===== config.mk =====
export PLATFORM = sky130hd
export DESIGN_NAME = io_bus_arbiter
export DESIGN_NICKNAME = d
export VERILOG_FILES = /design/src/rtl/io_bus_pkg.sv /design/src/rtl/io_bus_arbiter_rr.sv /design/src/rtl/io_bus_arbiter.sv
export SDC_FILE = /design/constraint.sdc
export NUM_CORES = 1
export LEC_CHECK = 0
export BUFFER_PORTS_ARGS = -buffer_cell sky130_fd_sc_hd__buf_2
export CORE_AREA = 2 2 107 109
export CTS_CLUSTER_DIAMETER = 60
export CTS_CLUSTER_SIZE = 24
export DETAILED_ROUTE_END_ITERATION = 7
export DIE_AREA = 0 0 109 111
export PLACE_DENSITY = 0.5
export SLEW_MARGIN = 20
export SYNTH_ARGS = -nofsm -noshare
export SYNTH_HDL_FRONTEND = slang
export SYNTH_SLANG_ARGS = --single-unit

===== constraint.sdc =====
create_clock -name clk -period 1.25 [get_ports clk]
set_input_delay 0.125 -clock clk [delete_from_list [all_inputs] [get_ports clk]]
set_output_delay 0.125 -clock clk [all_outputs]
set_load 0.005 [all_outputs]

===== src/rtl/io_bus_pkg.sv =====
// Shared definitions for the IO peripheral bus arbiter and the memory stage.
package io_bus_pkg;

    typedef enum logic [1:0] {
        ARB_IDLE = 2'd0,
        ARB_BUSY = 2'd1,
        ARB_DONE = 2'd2
    } arb_state_t;

    localparam logic [19:0] IO_MEM_SPACE = 20'h40000;
    localparam logic [31:0] IO_ERR_DATA  = 32'hDEAD_BEEF;

endpackage


===== src/rtl/io_bus_arbiter_rr.sv =====
// Combinational round-robin picker: first requester at or after ptr_i, wrapping.
module rr_arbiter #(
    parameter int N  = 2,
    parameter int IW = $clog2(N)
) (
    input  logic [N-1:0]  req_i,
    input  logic [IW-1:0] ptr_i,
    output logic [N-1:0]  grant_o,
    output logic [IW-1:0] idx_o,
    output logic          valid_o
);

    logic [IW:0] cand;

    always_comb begin
        grant_o = '0;
        idx_o   = '0;
        valid_o = 1'b0;
        cand    = '0;
        for (int i = 0; i < N; i++) begin
            cand = (IW+1)'(ptr_i) + (IW+1)'(i);
            if (cand >= (IW+1)'(N)) begin
                cand = cand - (IW+1)'(N);
            end
            if (!valid_o && req_i[cand[IW-1:0]]) begin
                valid_o                  = 1'b1;
                grant_o[cand[IW-1:0]]    = 1'b1;
                idx_o                    = cand[IW-1:0];
            end
        end
    end

endmodule


===== src/rtl/io_bus_arbiter.sv =====
// Round-robin arbiter sharing the IO peripheral bus between several masters.
// Optional no-ack watchdog is built when IO_ARB_TIMEOUT_EN is defined.
//
// state    | meaning
// ARB_IDLE | no grant; pick next requester from rr_ptr
// ARB_BUSY | granted master mirrored onto s_*, waiting for ack (or timeout)
// ARB_DONE | one dead cycle so the acked master can drop its request
module io_bus_arbiter
    import io_bus_pkg::*;
#(
    parameter int          NUM_MASTERS    = 2,
    parameter int          TIMEOUT_CYCLES = 256,
    parameter logic [31:0] ERR_DATA       = IO_ERR_DATA
) (
    input  logic                      clk,
    input  logic                      rst,
    input  logic [NUM_MASTERS*32-1:0] m_addr_i,
    input  logic [NUM_MASTERS*32-1:0] m_wdata_i,
    input  logic [NUM_MASTERS-1:0]    m_read_i,
    input  logic [NUM_MASTERS-1:0]    m_write_i,
    output logic [31:0]               m_rdata_o,
    output logic [NUM_MASTERS-1:0]    m_ack_o,
    output logic [31:0]               s_addr_o,
    output logic [31:0]               s_wdata_o,
    output logic                      s_read_o,
    output logic                      s_write_o,
    input  logic [31:0]               s_rdata_i,
    input  logic                      s_ack_i,
    output logic [NUM_MASTERS-1:0]    grant_o,
    output logic                      busy_o,
    output logic                      timeout_err_o,
    input  logic                      err_clr_i
);

    localparam int IW = $clog2(NUM_MASTERS);

    arb_state_t             state_q, state_d;
    logic [NUM_MASTERS-1:0] grant_q, grant_d;
    logic [IW-1:0]          gidx_q, gidx_d;
    logic [IW-1:0]          rr_ptr_q, rr_ptr_d;

    logic [NUM_MASTERS-1:0] req;
    logic [NUM_MASTERS-1:0] arb_grant;
    logic [IW-1:0]          arb_idx;
    logic                   arb_valid;

    logic        in_busy;
    logic        g_read;
    logic        g_write;
    logic        g_active;
    logic [31:0] g_addr;
    logic [31:0] g_wdata;
    logic        ack_hit;
    logic        to_hit;
    logic        xfer_done;

    assign req = m_read_i | m_write_i;

    rr_arbiter #(
        .N  (NUM_MASTERS),
        .IW (IW)
    ) u_rr (
        .req_i   (req),
        .ptr_i   (rr_ptr_q),
        .grant_o (arb_grant),
        .idx_o   (arb_idx),
        .valid_o (arb_valid)
    );

    assign in_busy   = (state_q == ARB_BUSY);
    assign g_read    = m_read_i[gidx_q];
    assign g_write   = m_write_i[gidx_q];
    assign g_active  = in_busy & (g_read | g_write);
    assign g_addr    = m_addr_i[{gidx_q, 5'd0} +: 32];
    assign g_wdata   = m_wdata_i[{gidx_q, 5'd0} +: 32];
    // An aborting master (both strobes low) never sees an ack, even if s_ack_i is high.
    assign ack_hit   = g_active & s_ack_i;
    assign xfer_done = ack_hit | to_hit;

`ifdef IO_ARB_TIMEOUT_EN
    localparam int CW = (TIMEOUT_CYCLES > 2) ? $clog2(TIMEOUT_CYCLES) : 1;

    logic [CW-1:0] tmr_q, tmr_d;
    logic          err_q, err_d;

    assign to_hit = g_active & ~s_ack_i & (tmr_q == CW'(TIMEOUT_CYCLES - 1));

    always_comb begin
        tmr_d = in_busy ? tmr_q + CW'(1) : '0;
        err_d = err_q;
        if (to_hit) begin
            err_d = 1'b1;
        end else if (err_clr_i) begin
            err_d = 1'b0;
        end
    end

    always_ff @(posedge clk or posedge rst) begin
        if (rst) begin
            tmr_q <= '0;
            err_q <= 1'b0;
        end else begin
            tmr_q <= tmr_d;
            err_q <= err_d;
        end
    end

    assign timeout_err_o = err_q;
`else
    logic unused_cfg;

    assign to_hit        = 1'b0;
    assign timeout_err_o = 1'b0;
    assign unused_cfg    = err_clr_i | (TIMEOUT_CYCLES > 0);
`endif

    always_comb begin
        s_read_o  = g_active & g_read & ~g_write;
        s_write_o = g_active & g_write;
        s_addr_o  = in_busy ? g_addr  : '0;
        s_wdata_o = in_busy ? g_wdata : '0;
        grant_o   = in_busy ? grant_q : '0;
        busy_o    = in_busy;
        m_ack_o   = xfer_done ? grant_q : '0;
        m_rdata_o = '0;
        if (ack_hit) begin
            m_rdata_o = s_rdata_i;
        end else if (to_hit) begin
            m_rdata_o = ERR_DATA;
        end
    end

    always_comb begin
        state_d  = state_q;
        grant_d  = grant_q;
        gidx_d   = gidx_q;
        rr_ptr_d = rr_ptr_q;
        case (state_q)
            ARB_IDLE: begin
                if (arb_valid) begin
                    state_d = ARB_BUSY;
                    grant_d = arb_grant;
                    gidx_d  = arb_idx;
                end
            end
            ARB_BUSY: begin
                if (!(g_read | g_write)) begin
                    state_d = ARB_IDLE;
                end else if (xfer_done) begin
                    state_d  = ARB_DONE;
                    rr_ptr_d = (gidx_q == IW'(NUM_MASTERS - 1)) ? '0 : gidx_q + IW'(1);
                end
            end
            ARB_DONE: begin
                state_d = ARB_IDLE;
            end
            default: begin
                state_d = ARB_IDLE;
            end
        endcase
    end

    always_ff @(posedge clk or posedge rst) begin
        if (rst) begin
            state_q  <= ARB_IDLE;
            grant_q  <= '0;
            gidx_q   <= '0;
            rr_ptr_q <= '0;
        end else begin
            state_q  <= state_d;
            grant_q  <= grant_d;
            gidx_q   <= gidx_d;
            rr_ptr_q <= rr_ptr_d;
        end
    end

endmodule

Yosys cells after proc, flatten, opt, wreduce, memory -nomap -nowiden
Index checks and enable logic that the tools add are counted.
- register bits after elaboration: 6
- word-level logic and storage cells: 67
- reductions and logical operators: 8
- multiplexer cells: 30
- add/sub/neg operators: 4
- shift operators: 2
- order comparisons: 7
- bitwise logic cells: 9
- eq/ne operators: 3
- operators with widths (operator ; number):
    $shiftx 64x7->32 ; 2
    $mux 32 ; 3
    $mux 1 ; 17
    $mux 2 ; 7
    $lt 1x2->1 const B ; 3
    $and 1x1->1 ; 5
    $or 2x2->2 ; 2
    $pmux 2 s2 ; 1
    $reduce_and 2->1 ; 2
    $logic_and 1x1->1 ; 3
    $ne 3x3->1 const B ; 1
    $reduce_and 3->1 ; 1
    $add 1x1->2 const B ; 1
    $demux 1 s1 ; 2
    $eq 2x1->1 const B ; 1
    $ge 1x1->1 const B ; 2
    $ge 1x2->1 const B ; 1
    $ge 2x2->1 const B ; 1
    $logic_not 2->1 ; 1
    $ne 2x2->1 const B ; 1
    $sub 1x1->1 const B ; 2
    $add 1x1->1 const B ; 1
    $logic_not 1->1 ; 1
    $not 1->1 ; 1
    $or 1x1->1 ; 1

Depth between registers and ports, before layout
Gate-level depths: netlist of the first run.
- word-level depth: 10
- mapped depth: 5
- gate-level depth less buffers: 3

Modules after synthesis
Synthesis of the first run repeated with hierarchy kept, for this count alone.
- cell total of the unflattened synthesis: 219
- area, all modules: 1560.2 µm²
- by module, submodules not included (module ; instances ; sequential area each (µm²) ; area an instance (µm²) ; cells an instance):
    io_bus_arbiter ; 1 ; 150.1 ; 1527.7 ; 214
    rr_arbiter ; 1 ; 0.0 ; 32.5 ; 5

Worst setup path before layout of the first run
OpenSTA, ideal clock, no wires.
- kind: register to output
- from: register state_q[1]
- to: output port m_ack_o[0]
- stages on the path, launching flop included: 5
- setup slack: -73 ps
- required time: 1125 ps
- arrival: 1198 ps
- cell sequence: dfrtp_1 > nand3b_1 > a211oi_4 > buf_6 > and2_1
- word-level cells in the longest chain between the ends: 4
- RTL lines (element ; RTL line ; text):
    from (decl) ; io_bus_arbiter.sv:37 ; arb_state_t state_q, state_d;
    from (signal assigned) ; io_bus_arbiter.sv:170 ; state_q <= state_d;
    $eq 2x1->1 ; io_bus_arbiter.sv:70 ; assign in_busy = (state_q == ARB_BUSY);
    $and 1x1->1 ; io_bus_arbiter.sv:73 ; assign g_active = in_busy & (g_read | g_write);
    $and 1x1->1 ; io_bus_arbiter.sv:77 ; assign ack_hit = g_active & s_ack_i;
    $mux 2 ; io_bus_arbiter.sv:124 ; m_ack_o = xfer_done ? grant_q : '0;
    to (decl) ; io_bus_arbiter.sv:22 ; output logic [NUM_MASTERS-1:0] m_ack_o,
Every way passes these cells.

Worst setup path in the final report of the first run
- from: register state_q[1]
- to: output port grant_o[1]
- word-level cells in the longest chain between the ends: 2
- RTL lines (element ; RTL line ; text):
    $eq 2x1->1 ; io_bus_arbiter.sv:70 ;
    $mux 2 ; io_bus_arbiter.sv:122 ; grant_o = in_busy ? grant_q : '0;
    to (decl) ; io_bus_arbiter.sv:29 ; output logic [NUM_MASTERS-1:0] grant_o,
Every way passes these cells.

==> metrics.cfg, run 1 <==
[status]
status=complete, but fails checks
violations=setup timing

[job]
cap_viol_max_count=0

[sta]
fin_ws_ps=-451
setup_viol=106
fin_hold_ws_ps=248
maxSlewViolCount=0
max_freq_ghz=0.588
final-hold-violation-count=0
min_period_ps=1700
fin_crit_sh_pct=136
rsz0062_at_grt=yes
clock_skew_ps=5.98

[clocking]
cts_buffer_depth=2
clock_sinks=6
clk_pin_slew_worst_paths_ps=30
cts-buffers-inserted=3
cts_tree=built
h-tree-depth=1
clock_latency_ps=240
root_buffer=clkbuf_16

[pwr]
seqPwrFrac_pct=5.1
p_switching_mw=3.39
internal_power_mw=4.81
clockPowerShare_pct=6.8
power.total_mw=8.20
combPwrFrac_pct=88.2
power_density_nw_per_um2=2070
power_leakage_nw=2.27
ir_drop_mv=0.963
p_sw_share_pct=41.3

[detailed_routing]
num_vias=2645
wl_per_cell_um=12.9
ant_nets=0
viasPerCell=4.01
drc=0
drt-total-wl_um=8480
firstDrtPassIters=4
drt_iter0_drc=52

[finish]
design_area_um2=3960
area_growth_pct=153
fillers=1134
drive_gt1_share_pct=72.4
nNetsFinal=684

[critical_path]
r2r-start=state_q[1]
timing.reg2reg.setup_slack_ps=-250
cp-end-kind=output port
critPathMaxStageDelay_ps=370
cpMostUsedCell=buf_6
cp.required_ps=1120
worstPathArrival_ps=1580
worstSetupPathType=flop to output port
setup.worst_path.start=state_q[1]
cp-start-kind=flop
worstRegToRegCells=5
endpoint=grant_o[1]
r2r_end=gidx_q
worstPathCellList=buf_4, buf_6, nand2b_4, buf_6, buf_12, inv_4, and2_1, buf_2
slowest_stage=dfrtp_1
critPathMaxFanout=7

[global_route]
grt_overflow=0
grt_usage_pct=11.8
grt_pass1_wl_um=11200
grt_max_degree=35
antenna_found_initial=1
grt_pass1_vias=2419

[floorplan]
io_pins=272
core_um2=11100
die_h_um=111
rows=39
start_util_pct=14.1
fp.dieW_um=109
dieArea_um2=12100

[synthesis]
synth.avg_cell_area_um2=7.13
syn_inst=219
syn_nets=387
yosys_warnings=0
synth_cell_types=22
yosys.area.top_type=mux2i_1
yosysTopAreaCellShare_pct=41.7
synth_area_um2=1560
synth-seq-cells=6
synth_area_leaders=mux2i_1, nor2_1, and2_1
yosysSeqAreaShare_pct=9.62

[place]
pre_cts_ws_ps=-184
dp_hpwl_um=6210
place_area_um2=3190
portBuffers=269
gp_congestion=0.755

[worst_hold_path]
hold_class=input pin to flop
worstHoldStart=s_ack_i

per-stage QoR:
step           cells  utilization (%)  setup TNS [ps]
4_1_cts          649             31.9          -33500
5_1_grt          659             35.7          -47120
3_5_place_dp     631             28.8           -9890
3_3_place_gp     631             28.8           -8620
2_1_floorplan    219                -           -2100
6_report         659             35.7          -41110
synthesized netlist by cell type (all sizes together):
master	instances
a211oi	1
a21o	1
a21oi	2
a2bb2oi	1
and2	35
buf	15
clkbuf	5
conb	1
dfrtp	6
inv	3
mux2i	65
nand2b	2
nand3b	2
nor2	69
nor3	2
o21a	2
o21ai	5
or3b	1
or4b	1
how the worst min path moves through the flow:
stage	endpoint	slack, ps	cells past startpoint
2_1_floorplan	gidx_q	-80	1
3_3_place_gp	grant_q[0]	60	2
3_5_place_dp	grant_q[0]	70	2
4_1_cts	state_q[0]	250	4
5_1_grt	state_q[0]	290	4
6_report	state_q[0]	250	4
routing by layer:
layer	share of wire, %	global-route usage, %	routed length, µm
met2	54	23.7	4610
met5	0	0	0
met1	35	12.2	3010
met4	1.5	3.76	127
met3	8.7	1.29	740
final cells by class:
type,instances,area [µm²],share of cell area (%)
antenna,1,2.50,0.0632
tap,143,179,4.52
sequential,6,154,3.89
inverter,3,13.8,0.348
timing repair buffer,312,1960,49.6
clock buffer,4,78.8,1.99
multi-input combinational,190,1570,39.6
kinds of logic (layout without fill, tap and decap cells):
logic type | after synthesis | after routing | share of synthesized area [%]
and+or+nand+nor | 112 | 112 | 34.5
DFF | 6 | 6 | 9.62
muxes | 65 | 65 | 41.7
other | 1 | 2 | 0.240
buffers and inverters | 23 | 319 | 8.41
AOI/OAI and AO/OA | 12 | 12 | 5.53
repair_timing:
item | CTS | global route
hold buffers | 1 | 0
gates resized for setup | 27 | 83
setup buffers | 10 | 6
hold endpoints to repair | 6 | 0
endpoints found under the setup margin | 106 | 107
cloned | 4 | 4
pin swaps | 2 | 6
sequential cells by signal, indices dropped and copies added (netlist names):
register and count:
grant_q 2, state_q 2, rr_ptr_q 1, gidx_q 1
critical path, delay by kind of cell (launching register included):
| kind | cells | cell delay (ps) |
|---|---|---|
| simple gates | 2 | 290 |
| flops | 1 | 370 |
| buf+inv | 6 | 690 |
cell usage in the layout (no fill, tap or decap), types with 3 or more instances in the layout:
| cell type | count |
|---|---|
| and2_1 | 35 |
| mux2i_1 | 53 |
| mux2i_4 | 6 |
| buf_8 | 8 |
| buf_6 | 7 |
| nor2_1 | 33 |
| clkbuf_16 | 6 |
| buf_2 | 267 |
| nor2_4 | 12 |
| mux2i_2 | 6 |
| buf_12 | 7 |
| nor2_2 | 24 |
| dfrtp_1 | 5 |
| buf_16 | 3 |
| buf_4 | 16 |
power groups by stage:
stage                     registers (mW)  clock network (mW)  logic (mW)
after floorplan                    0.331                   0        2.73
after global placement             0.393                   0        4.77
after detailed placement           0.400                   0        4.84
after CTS                          0.384               0.565        5.95
after global routing               0.436               0.575        7.82
final                              0.416               0.554        7.23
No activity file was read; power rests on OpenSTA's default activity.
==> inputs of run 2 (changes only) <==
- PLACE_DENSITY: 0.5 -> not set
==> metrics.cfg, run 2 (same netlist as run 1, synthesis figures left out) <==
[status]
status=complete, but fails checks  ; unchanged
violations=setup timing  ; unchanged

[sta]
rsz0062_at_grt=yes  ; unchanged
setup_tns_ps=-34810  ; was -41110 ps
min_period_ps=1620  ; was 1700 ps
setup_viol=106  ; unchanged
fin_ws_ps=-366  ; was -451 ps
max_freq_ghz=0.619  ; was 0.588 GHz
fin_crit_sh_pct=129  ; was 136%
clock_skew_ps=1.53  ; was 5.98 ps
maxSlewViolCount=0  ; unchanged
final-hold-violation-count=0  ; unchanged

[critical_path]
cp-end-kind=output port  ; unchanged
cp-start-kind=flop  ; unchanged
worstPathArrival_ps=1490  ; was 1580 ps
worstSetupPathType=flop to output port  ; unchanged
cp.required_ps=1120  ; about the same
critPathMaxFanout=6  ; was 7

[floorplan]
fp.dieW_um=109  ; unchanged
start_util_pct=14.1  ; unchanged
core_um2=11100  ; unchanged
rows=39  ; unchanged
io_pins=272  ; unchanged
dieArea_um2=12100  ; unchanged
die_h_um=111  ; unchanged

[clocking]
cts_buffer_depth=2  ; unchanged
h-tree-depth=1  ; unchanged
cts-buffers-inserted=3  ; unchanged
cts_tree=built  ; unchanged
clock_latency_ps=230  ; was 240 ps
root_buffer=clkbuf_16  ; unchanged
clock_sinks=6  ; unchanged
clk_pin_slew_worst_paths_ps=30  ; about the same

[global_route]
met3_usage_pct=2.82  ; was 1.29%
antenna_found_initial=1  ; unchanged
grt_overflow=0  ; unchanged
grt_max_degree=36  ; was 35
grt_use_met2_pct=26.1  ; was 23.7%
grt_pass1_vias=2465  ; was 2419
grt-busiest-layer=met2  ; unchanged
grt_usage_pct=13.0  ; was 11.8%
grt_pass1_wl_um=12300  ; was 11200 µm
grtUsageMet1_pct=13.3  ; was 12.2%

[detailed_routing]
drt-total-wl_um=9540  ; was 8480 µm
firstDrtPassIters=4  ; unchanged
ant_nets=0  ; unchanged
num_vias=2706  ; was 2645
wl_per_cell_um=14.5  ; was 12.9 µm
drc=0  ; unchanged
drt_iter0_drc=83  ; was 52
viasPerCell=4.11  ; was 4.01

[finish]
nNetsFinal=683  ; was 684
final_cell_mix=buf_2, mux2i_1, nor2_1, and2_1, nor2_2  ; was buf_2, mux2i_1, and2_1, nor2_1, nor2_2
fin_cells=658  ; was 659
drive_gt1_share_pct=72.0  ; was 72.4%
ff_latch_area_um2=154  ; unchanged
multiInputGateArea_um2=1500  ; was 1570 µm²
largest_registers=grant_q x2, state_q x2  ; unchanged
area_growth_pct=155  ; was 153%
fillers=1194  ; was 1134
final_common_cell=buf_2  ; unchanged
fin_util_pct=35.9  ; was 35.7%

[place]
placedCellCount=626  ; was 631
portBuffers=269  ; unchanged
gp_congestion=0.743  ; was 0.755
dp_hpwl_um=6370  ; was 6210 µm

[pwr]
power_density_nw_per_um2=2170  ; was 2070 nW/µm²
power_leakage_nw=2.30  ; was 2.27 nW
ir_drop_mv=0.996  ; was 0.963 mV

[job]
cap_viol_max_count=0  ; unchanged

[worst_hold_path]
hold_class=input pin to flop  ; unchanged

## run 2: what timing repair did
action / 4_1_cts / 5_1_grt
gates cloned: 7 / 6
buffers inserted: 7 / 6
pin swaps: 5 / 6
endpoints found under the setup margin: 107 / 107
endpoints found under the hold margin: 6 / 0
hold buffers: 1 / 0
gates resized for setup: 41 / 60
## run 2: metrics by stage
stage	total power, mW	setup slack [ps]	area [µm²]	hold slack (ps)
after global placement	4.99	-173	3130	63.4
after floorplan	3.07	-73.2	1570	-84.0
final	8.61	-366	3980	226
after CTS	7.31	-413	3600	222
after detailed placement	4.99	-171	3130	60.3
after global routing	9.24	-464	3980	274
## run 2: layer usage
layer  wire length [µm]  vias up
met5                  0        -
met4                101        0
met3                897        9
met2               5120      163
met1               3430     1209
li1                   -     1325
## run 2: path summary, 6_finish.rpt
check | startpoint | to | slack [ps] | cells past startpoint
worst max-delay path | state_q[1] | s_wdata_o[27] | -370 | 6
worst min-delay path | s_ack_i | state_q[0] | 230 | 4
worst max register to register | gidx_q | state_q[0] | -100 | 6
worst min register to register | grant_q[1] | grant_q[1] | 520 | 1
max in group asynchronous | rst | gidx_q | 650 | 3
min in group asynchronous | rst | grant_q[1] | 370 | 3
## run 2: area by class of cell
type	count	area share, %
Multi-Input combinational cell	190	37.6
Sequential cell	6	3.87
Clock buffer	4	1.98
Inverter	3	0.283
Antenna cell	1	0.0630
Tap cell	143	4.50
Timing Repair Buffer	311	51.7
## run 2: report_power, final
group,switching [mW],internal (mW),total (mW)
logic,3.29,4.36,7.66
clock network,0.114,0.424,0.538
registers,0.122,0.298,0.420
total,3.53,5.08,8.61
## run 2: critical path: stages, from the launching register on
cell and delay [ps]:
dfrtp_1 370, buf_4 150, nand2b_4 190, buf_12 170
clkbuf_16 170, nor2_4 100, buf_2 110
